**config.mk**
```make
export PLATFORM = sky130hd
export DESIGN_NAME = cpu_datapath
export DESIGN_NICKNAME = d
export VERILOG_FILES = /design/src/rtl/cpu_pkg.sv /design/src/rtl/cpu_alu.sv /design/src/rtl/cpu_datapath.sv
export SDC_FILE = /design/constraint.sdc
export NUM_CORES = 1
export LEC_CHECK = 0
export ABC_AREA = 0
export CAP_MARGIN = 0
export CORE_MARGIN = 10
export CORE_UTILIZATION = 59
export CTS_CLUSTER_SIZE = 20
export DETAILED_ROUTE_END_ITERATION = 8
export DONT_BUFFER_PORTS = 1
export PLACE_DENSITY = 0.75
export SYNTH_ARGS = -nofsm -noshare
export SYNTH_HDL_FRONTEND = slang
export SYNTH_HIERARCHICAL = 1
export SYNTH_SLANG_ARGS = --single-unit
```
**constraint.sdc**
```tcl
create_clock -name clk -period 5.7 [get_ports clk]
set_input_delay 1.14 -clock clk [delete_from_list [all_inputs] [get_ports clk]]
set_output_delay 1.14 -clock clk [all_outputs]
set_load 0.005 [all_outputs]
```
**src/rtl/cpu_pkg.sv**
```systemverilog
// Shared datapath constants and ALU opcode names, also used by the instruction decoder.
package cpu_pkg;

    localparam int DATA_W = 8;
    localparam int NREGS  = 16;
    localparam int REG_AW = $clog2(NREGS);

    typedef enum logic [3:0] {
        ALU_ADD  = 4'd0,
        ALU_SUB  = 4'd1,
        ALU_AND  = 4'd2,
        ALU_OR   = 4'd3,
        ALU_XOR  = 4'd4,
        ALU_NOT  = 4'd5,
        ALU_SHL  = 4'd6,
        ALU_SHR  = 4'd7,
        ALU_PASA = 4'd8,
        ALU_PASB = 4'd9,
        ALU_INC  = 4'd10,
        ALU_DEC  = 4'd11,
        ALU_ROL  = 4'd12,
        ALU_ROR  = 4'd13,
        ALU_SLTU = 4'd14,
        ALU_ZERO = 4'd15
    } alu_op_e;

endpackage

```
**src/rtl/cpu_alu.sv**
```systemverilog
// Combinational 16-operation unsigned ALU; results wrap modulo 2^DATA_W, no flags.
module cpu_alu
    import cpu_pkg::*;
(
    input  logic [DATA_W-1:0] opA,
    input  logic [DATA_W-1:0] opB,
    input  logic [3:0]        aluOpCode,
    output logic [DATA_W-1:0] result
);

    // Select the operation; every opcode produces a defined value.
    always_comb begin
        result = '0;
        case (alu_op_e'(aluOpCode))
            ALU_ADD:  result = opA + opB;
            ALU_SUB:  result = opA - opB;
            ALU_AND:  result = opA & opB;
            ALU_OR:   result = opA | opB;
            ALU_XOR:  result = opA ^ opB;
            ALU_NOT:  result = ~opA;
            ALU_SHL:  result = {opA[DATA_W-2:0], 1'b0};
            ALU_SHR:  result = {1'b0, opA[DATA_W-1:1]};
            ALU_PASA: result = opA;
            ALU_PASB: result = opB;
            ALU_INC:  result = opA + 1'b1;
            ALU_DEC:  result = opA - 1'b1;
            ALU_ROL:  result = {opA[DATA_W-2:0], opA[DATA_W-1]};
            ALU_ROR:  result = {opA[0], opA[DATA_W-1:1]};
            ALU_SLTU: result = {{(DATA_W-1){1'b0}}, (opA < opB)};
            ALU_ZERO: result = '0;
            default:  result = '0;
        endcase
    end

endmodule

```
**src/rtl/cpu_datapath.sv**
```systemverilog
// 8-bit datapath: register file, operand muxes, ALU and write-back mux.
module cpu_datapath
    import cpu_pkg::*;
(
    input  logic              clk,
    input  logic              rst,
    input  logic              writeEnable,
    input  logic              writeSourceSelect,
    input  logic              muxASelect,
    input  logic              muxBSelect,
    input  logic [DATA_W-1:0] extInputData,
    input  logic [REG_AW-1:0] destAddress,
    input  logic [REG_AW-1:0] aAddress,
    input  logic [REG_AW-1:0] bAddress,
    input  logic [3:0]        aluOpCode,
    output logic [DATA_W-1:0] R15_out,
    output logic              haltCondition
);

    logic [DATA_W-1:0] regs [NREGS];
    logic [DATA_W-1:0] op_a;
    logic [DATA_W-1:0] op_b;
    logic [DATA_W-1:0] alu_result;
    logic [DATA_W-1:0] wb_data;

    // Operand and write-back source selection; reads are asynchronous with no write bypass.
    always_comb begin
        op_a    = muxASelect ? extInputData : regs[aAddress];
        op_b    = muxBSelect ? {{(DATA_W-REG_AW){1'b0}}, bAddress} : regs[bAddress];
        wb_data = writeSourceSelect ? extInputData : alu_result;
    end

    cpu_alu u_alu (
        .opA       (op_a),
        .opB       (op_b),
        .aluOpCode (aluOpCode),
        .result    (alu_result)
    );

    // Register file update; reset clears every register and overrides a pending write.
    always_ff @(posedge clk) begin
        if (rst) begin
            for (int unsigned i = 0; i < NREGS; i++) begin
                regs[i] <= '0;
            end
        end else if (writeEnable) begin
            regs[destAddress] <= wb_data;
        end
    end

    assign R15_out       = regs[NREGS-1];
    assign haltCondition = (op_a == op_b);

endmodule

```
Word-level counts from Yosys, hierarchy flattened
Memory sizes are Yosys's and may differ from the RTL's.
Cells that the tools add are included.
{ "op_classes": {"n_reduce_logical": 2, "n_eq_ne": 16, "n_addsub": 4, "mux": 12, "n_bitwise": 4, "n_lt_le_gt_ge": 1} }
{ "op_table": {"columns": ["operator", "count"], "rows": [
  ["$pmux W8 S16", 1],
  ["$eq A4 B4 Y1 const B", 8],
  ["$mux W8", 4],
  ["$eq A4 B3 Y1 const B", 4],
  ["$add A8 B1 Y8 const B", 1],
  ["$add A8 B8 Y8", 1],
  ["$and A8 B8 Y8", 1],
  ["$eq A4 B2 Y1 const B", 2],
  ["$eq A8 B8 Y1", 1],
  ["$lt A8 B8 Y1", 1],
  ["$not A8 Y8", 1],
  ["$or A8 B8 Y8", 1],
  ["$reduce_or A8 Y1", 1],
  ["$sub A8 B1 Y8 const B", 1],
  ["$sub A8 B8 Y8", 1],
  ["$xor A8 B8 Y8", 1],
  ["$mux W1", 6],
  ["$eq A4 B1 Y1 const B", 1],
  ["$logic_not A4 Y1", 1],
  ["$mux W4", 1]
]} }
{ "word_totals": {"elab_cells": 40, "n_memories": 1, "out_inout_bits": 9, "ff_bits": 0, "mem_bits_rw": 128} }
{ "memory_table": {"columns": ["memory", "depth", "word_bits", "read_ports", "rd_ports_with_merged_regs", "wr", "line_no", "source"], "rows": [
  ["regs", 16, 8, 3, 0, 16, "cpu_datapath.sv:20", "logic [DATA_W-1:0] regs [NREGS];"]
]} }

Depth between registers and ports, before layout
An unclocked memory read counts as a cell.
{ "depth": {"depth_word": 6, "depth_mapped": 21} }

Cells and area by module
Netlist, hierarchy kept.
{ "modules_own_cells": {"columns": ["mod", "instances", "seq_area_each_um2", "cells_each", "area_per_inst_um2"], "rows": [
  ["cpu_datapath", 1, 3843.7, 487, 6931.6],
  ["cpu_alu", 1, 0.0, 281, 1866.8]
]} }

Worst setup path after synthesis
No wires, ideal clock.
{ "synth_path": {"path_kind": "input -> register", "startpoint": "in aAddress[0]", "endpoint": "mem regs[0][5] (data pin)", "t_required_ns": 5.435, "stages": 17, "path_buffers": 4, "slack_ns": 0.035, "arrival_ns": 5.400, "path_cell_list": "buf_6 buf_4 buf_4 mux4_2 o22ai_1 a221oi_1 inv_1 ha_1 o21bai_1 a21oi_1 o21bai_1 mux2_2 a2111oi_0 a21oi_1 mux2i_1 clkbuf_1 nor2_1"} }
{ "synth_lines": {"columns": ["item", "line_no", "source"], "rows": [
  ["start, declared", "cpu_datapath.sv:13", "input logic [REG_AW-1:0] aAddress,"],
  ["end, declared", "cpu_datapath.sv:20", null]
]} }

==> parameters.txt <==
Parameter                              Value

Critical path
  Worst path cell trace    mux4_2 -> a221oi_1 -> a31oi_1 -> inv_1 -> ha_1 -> nand2b_1 -> a31oi_1 -> ha_1 -> o21a_1 -> o31a_1 -> or4_1 -> a31oi_1 -> xnor2_1 -> o21ai_1 -> mux2i_1 -> buf_4 -> nor2_1
  Endpoint arrival time on the critical path    5.20 ns
  Dominant cell type by count on the critical path    sky130_fd_sc_hd__a31oi_1
  Critical Setup Path Class    input port to flip-flop
  Critical-path cell with the highest stage delay    sky130_fd_sc_hd__a31oi_1
  Top delay family on crit path    compound AO/OA/AOI/OAI gates
  Slowest stage delay, CP    0.54 ns
  CP Capture Type    flip-flop
  Crit path required time    5.85 ns
  WP buf/inv    2
  Critical path fanouts, max    33
  Crit start category    input port

Clock tree
  Clock Latency Late Sink    0.42 ns
  Depth of the CTS H-tree    4
  Clock transition at the registers of the reported paths    0.06 ns
  Number of clock buffers inserted by TritonCTS    17
  Total of cells resized after clock tree synthesis    0
  TritonCTS clock tree    built
  Clock tree buffer depth    2
  Post-CTS setup repair buffer count    0
  Sinks on the clock net    128
  Clock root buffer    sky130_fd_sc_hd__clkbuf_16
  Post-cts hold buffer count    0

Floorplan
  Die Outline Area    20,200 um^2
  Top-level I/O count    39
  X dimension of the die    142.1 um
  Initial standard-cell utilization of the core    60.31%
  Chip height    142.1 um
  Core area    14,590 um^2
  Number of cell rows    44

Timing
  Slew at the pin with the worst max-slew slack    1.198 ns
  Layout Skew    0.007308 ns
  Final hold violations    0
  Summed negative setup slack over all endpoints    0 ns
  Max Freq    198.3 MHz
  RSZ-0062 raised after global routing    false
  Shortest period the worst path allows    5.043 ns
  Post-route clock period utilization    88.48%
  Setup violations, final    0
  Fin Hold WS    1.177 ns
  Max-slew violation count    0
  Headroom to the max-slew limit    20.11%

Drt
  Residual DRC    0
  DRT Wirelength    25,410 um
  Number of DRC markers in iteration 0    919
  Detailed-route wire length per cell    26.58 um
  Number of search-and-repair iterations in the first detailed-routing pass    5
  Number of routed nets with antenna violations    0
  Routed via count    6,715
  Detailed-route vias per instance    7.024

Yosys
  Area of the mapped netlist    8798 um^2
  Syn Area/Cell    11.46 um^2
  Post-synth net total    832
  Top area cells in the synthesized netlist    sky130_fd_sc_hd__edfxtp_1 44%, sky130_fd_sc_hd__mux4_2 15%, sky130_fd_sc_hd__nor2_1 7.3%
  Most common cell in the synthesized netlist    sky130_fd_sc_hd__nor2_1
  Post-synth top area cell    sky130_fd_sc_hd__edfxtp_1
  Number of enable flip-flop cells after synthesis    128
  Main flop type after synthesis    sky130_fd_sc_hd__edfxtp_1
  Sequential-to-total area share from yosys stat    43.69%
  Number of different library cells in the post-synthesis netlist    72
  Top cells by count, synth    171 x sky130_fd_sc_hd__nor2_1, 128 x sky130_fd_sc_hd__edfxtp_1, 57 x sky130_fd_sc_hd__mux4_2, 34 x sky130_fd_sc_hd__mux2i_1
  Number of cells produced by synthesis    768
  Area share of the largest cell type after synthesis    43.69%
  Share of synthesized registers carrying an async set or reset    0%
  Flops & latches, synth    128
  Warnings from Yosys    6

Final layout
  Total Nets Final    823
  Signed area change from the synthesized netlist to the final layout    8.547%
  Share of final-layout standard cells stronger than drive strength 1    16.19%
  Leading registers by flop count    regs (128)
  Largest register by flop count    regs
  Number of flip-flops in the largest register    128
  Final core utilization    65.46%
  Number of antenna diodes    0

Global route
  Maximum number of pins on one net before global-route repair    34
  Vias in the first global route    6,615
  Aggregate global routing overflow    0
  Overall fraction of global-route tracks in use    25.42%
  Initial antenna violation count    0
  Global-route wire length before repair    39,260 um

Place
  Number of buffer cells added on primary ports    0
  Final weighted congestion in routability-driven placement    1.035
  DP HPWL    17,840 um

Outcome
  Status    complete, no violations

Run
  Max-cap check violation count    0

Pwr
  Total Power    2.838 mW
  Peak supply drop    0.3074 mV
  Ratio of total power to cell area    297.1 nW/um^2
  Cell leakage power    3.581 nW

Worst hold path
  Hold Crit Class    input port to flip-flop
## stage by stage
step | worst slack [ns] | std cells | area, um^2
2_1_floorplan | 0.03473 | 768 | 8798
3_3_place_gp | 0.5324 | 924 | 8909
3_5_place_dp | 0.4170 | 924 | 8909
4_1_cts | 0.7951 | 956 | 9550
5_1_grt | 0.5402 | 956 | 9550
6_report | 0.6565 | 956 | 9550
## path summary, 6_finish.rpt
kind                                   from                       end  slack [ns]  depth (start not counted)
setup / recovery                bAddress[0]  regs[0][7]$_SDFFCE_PN0P_        0.66                         17
hold / removal              extInputData[2]  regs[7][2]$_SDFFCE_PN0P_        1.18                          3
setup reg to reg  regs[15][1]$_SDFFCE_PN0P_  regs[0][7]$_SDFFCE_PN0P_        1.00                         17
hold reg to reg   regs[12][3]$_SDFFCE_PN0P_  regs[8][3]$_SDFFCE_PN0P_        1.91                         11
## area by class of cell
type | count | area (um^2)
Clock buffer | 17 | 425.4
Clock inverter | 15 | 216.5
Fill cell | 1016 | 5039
Inverter | 31 | 116.4
Multi-Input combinational cell | 559 | 4553
Sequential cell | 128 | 3844
Tap cell | 184 | 230.2
Timing Repair Buffer | 22 | 165.2
## cells by family after synthesis
logic type,share of synthesized area (%)
mux,20.92
buf+inv,4.565
fa+ha+maj,5.006
flops,43.69
simple gates,14.21
compound gates,9.244
xor+xnor,2.375
## worst min-delay path, cell delays in order
cell and delay [ns]:
sky130_fd_sc_hd__mux2i_1 0.08, sky130_fd_sc_hd__buf_4 0.18, sky130_fd_sc_hd__nor2_1 0.08
## power by group
part / switching (mW) / total, mW / internal, mW
logic: 0.335 / 0.578 / 0.243
registers: 0.0234 / 1.10 / 1.07
clock network: 0.392 / 1.16 / 0.772
## routing by layer
layer	part of all wire [%]	global-route usage [%]
met1	35	30.88
met2	49	41.61
met3	11	6.475
met4	4.8	11.94
met5	0	0
## placed cells by master, fill, tap and decap left out, types with 3 or more instances in the layout
cell	count
sky130_fd_sc_hd__a211oi_1	5
sky130_fd_sc_hd__a21oi_1	30
sky130_fd_sc_hd__a221oi_1	10
sky130_fd_sc_hd__a22oi_1	3
sky130_fd_sc_hd__a31oi_1	8
sky130_fd_sc_hd__a32oi_1	4
sky130_fd_sc_hd__buf_4	22
sky130_fd_sc_hd__bufinv_16	5
sky130_fd_sc_hd__clkbuf_16	17
sky130_fd_sc_hd__clkinvlp_4	3
sky130_fd_sc_hd__edfxtp_1	128
sky130_fd_sc_hd__ha_1	32
sky130_fd_sc_hd__inv_1	29
sky130_fd_sc_hd__mux2_2	3
sky130_fd_sc_hd__mux2i_1	34
sky130_fd_sc_hd__mux4_1	6
sky130_fd_sc_hd__mux4_2	57
sky130_fd_sc_hd__nand2_1	32
sky130_fd_sc_hd__nand2b_1	26
sky130_fd_sc_hd__nand3_1	6
sky130_fd_sc_hd__nor2_1	171
sky130_fd_sc_hd__nor2b_1	8
sky130_fd_sc_hd__nor3_1	11
sky130_fd_sc_hd__nor4_1	3
sky130_fd_sc_hd__o21ai_0	18
sky130_fd_sc_hd__o22ai_1	18
sky130_fd_sc_hd__or2_2	4
sky130_fd_sc_hd__xnor2_1	9
sky130_fd_sc_hd__xor2_1	13
(Power assumes the default switching activity.)
==> edit (same settings) <==
Change the package constant `NREGS` from 16 to 32.
--- a/src/rtl/cpu_pkg.sv
+++ b/src/rtl/cpu_pkg.sv
@@ -4,3 +4,3 @@
     localparam int DATA_W = 8;
-    localparam int NREGS  = 16;
+    localparam int NREGS  = 32;
     localparam int REG_AW = $clog2(NREGS);
Ports: changed (resized aAddress, bAddress and destAddress); port bits go from 39 to 42. The function was not compared with the original's and may differ.
==> edit against the unedited design <==
  * Sequential power is 98% higher
  * Global-route usage is 2.3 points higher
  * Die area is 62% higher
  * Hold slack worse by 0.15 ns
  * Critical path depth is 1 higher
  * Routed wire length is 83% higher
  * Clock power is 42% higher
  * Synthesized cell count is 58% higher
  * Design area is 73% higher
  * Area after synthesis is 74% higher
  * Total power is 65% higher
  * Sequential cell count is 128 higher
  * Worst setup slack worse by 0.036 ns
==> edit: results (changes against the unedited design) <==
Worst setup path
  • R2r endpoint: regs[18][4]
  • Slowest-stage cell, CP: mux4_2
  • R2r setup slk: 0.87 ns (-0.13 ns)
  • CP top delay family: multiplexers
  • RR Startpoint: regs[31][0]
  • Largest stage delay on the critical path: 0.53 ns
  • Arr. time, crit path: 5.35 ns (+0.15 ns)
  • CP Max Fanout: 64 (+94%)
  • R2R depth: 17 (unchanged)

Logic synthesis
  • Syn Nets: 1279 (+54%)
  • Most frequent cells after synthesis: nor2_1, edfxtp_1, mux4_2, nand2_1, clkbuf_1
  • Ranking of synthesized cells by area: edfxtp_1, mux4_2, nor2_1
  • Register area share after synthesis: 0.502 (+0.0652)
  • Post-synth EDFFs: 256 (+100%)
  • Post-synth cell types: 60 (-17%)

Global routing
  • Met1 GRT Util: 0.362 (+0.0528)
  • Antenna violations before repair: 0 (unchanged)
  • M3 GR Usage: 0.0709 (+0.00618)
  • First-pass GRT wire length: 69.6 mm (+77%)
  • GRT Resource Usage Total: 0.278 (+0.0233)
  • Largest net degree at the start of global routing: 66 (+94%)
  • GRT met2 Usage: 0.445 (+0.0292)

Drt
  • First-pass DRT Iterations: 6 (+1)
  • Post-DR wirelength/cell: 30.5 um (+15%)
  • Detailed Route Iter0 Violations: 2027 (+120%)
  • Total number of vias: 11000 (+64%)
  • Met2 routed wirelength: 22.2 mm (+78%)
  • Met3 wire len: 6.70 mm (+140%)
  • Wl on met1: 15.7 mm (+77%)

Timing
  • Worst Clk Skew: 0.0118 ns (+0.00451 ns)
  • Max_slew headroom: 0.332 (+0.131)

Clocking
  • Worst-Skew Late Latency: 0.54 ns (+0.12 ns)
  • Maximum level of the CTS H-tree: 1 (-3)
  • Num CTS Buffers: 26 (+9)
  • Clock buffer depth: 3 (+1)
  • Setup bufs post-CTS: 0 (unchanged)

Status
  • Status: finished clean

Place
  • Post-DP HPWL: 31.2 mm (+75%)
  • Port Buf Inserts: 0 (unchanged)
  • GPL Wtd Cong: 0.922 (-11%)

Layout
  • Share of layout cells above drive strength 1: 0.187 (+0.0255)
  • Biggest regs: regs: 256 flops
  • Fin nets: 1241 (+51%)
  • Final-layout fill cell count: 1827 (+80%)

Power
  • Max VDD drop: 0.269 mV (-13%)
  • Pleak: 5.75 nW (+61%)

Min path
  • WHS Endpoint: regs[0][2]
[edit: how the worst max path moves through the flow]
stage	from	slack [ns]	to
floorplan	bAddress[1]	0.01	regs[20][7]
global placement	aAddress[1]	0.30	regs[14][6]
detailed placement	bAddress[0]	0.23	regs[22][7]
CTS	bAddress[0]	0.76	regs[23][7]
global route	bAddress[0]	0.44	regs[23][7]
finish	bAddress[0]	0.62	regs[23][7]
[edit: cells by family (layout without fill, tap and decap cells)]
group,after synthesis,in the layout,share of synthesized area
buf+inv,115,93,0.0316
xor+xnor,25,25,0.0143
mux,169,169,0.225
compound gates,139,139,0.0594
simple gates,474,474,0.139
other cells,0,1,0
flops,256,256,0.502
fa+ha+maj,34,34,0.0288
[edit: cell type report]
class / count / area, um^2 / share of cell area
Sequential cell: 256 / 7690 / 0.466
Multi-Input combinational cell: 841 / 7250 / 0.440
Clock buffer: 36 / 709 / 0.0430
Tap cell: 330 / 413 / 0.0250
Timing Repair Buffer: 21 / 233 / 0.0141
Inverter: 28 / 105 / 0.00637
Clock inverter: 8 / 86.3 / 0.00524
Antenna cell: 1 / 2.50 / 0.000152
[edit: per-stage QoR]
step / setup WS [ns] / hold slack, ns / instances / instance area [um^2] / util
finish: 0.620 / 1.03 / 1521 / 16500 / 0.651
global route: 0.445 / 1.05 / 1520 / 16500 / 0.651
CTS: 0.757 / 1.03 / 1520 / 16500 / 0.651
detailed placement: 0.234 / 1.53 / 1476 / 15700 / 0.620
global placement: 0.295 / 1.52 / 1476 / 15700 / 0.620
floorplan: 0.0105 / 1.40 / 1212 / 15300 / -
[edit: power breakdown]
group	switching [mW]	internal [mW]	total, mW
combinational	0.473	0.370	0.843
clock	0.699	0.951	1.65
sequential	0.0438	2.14	2.18
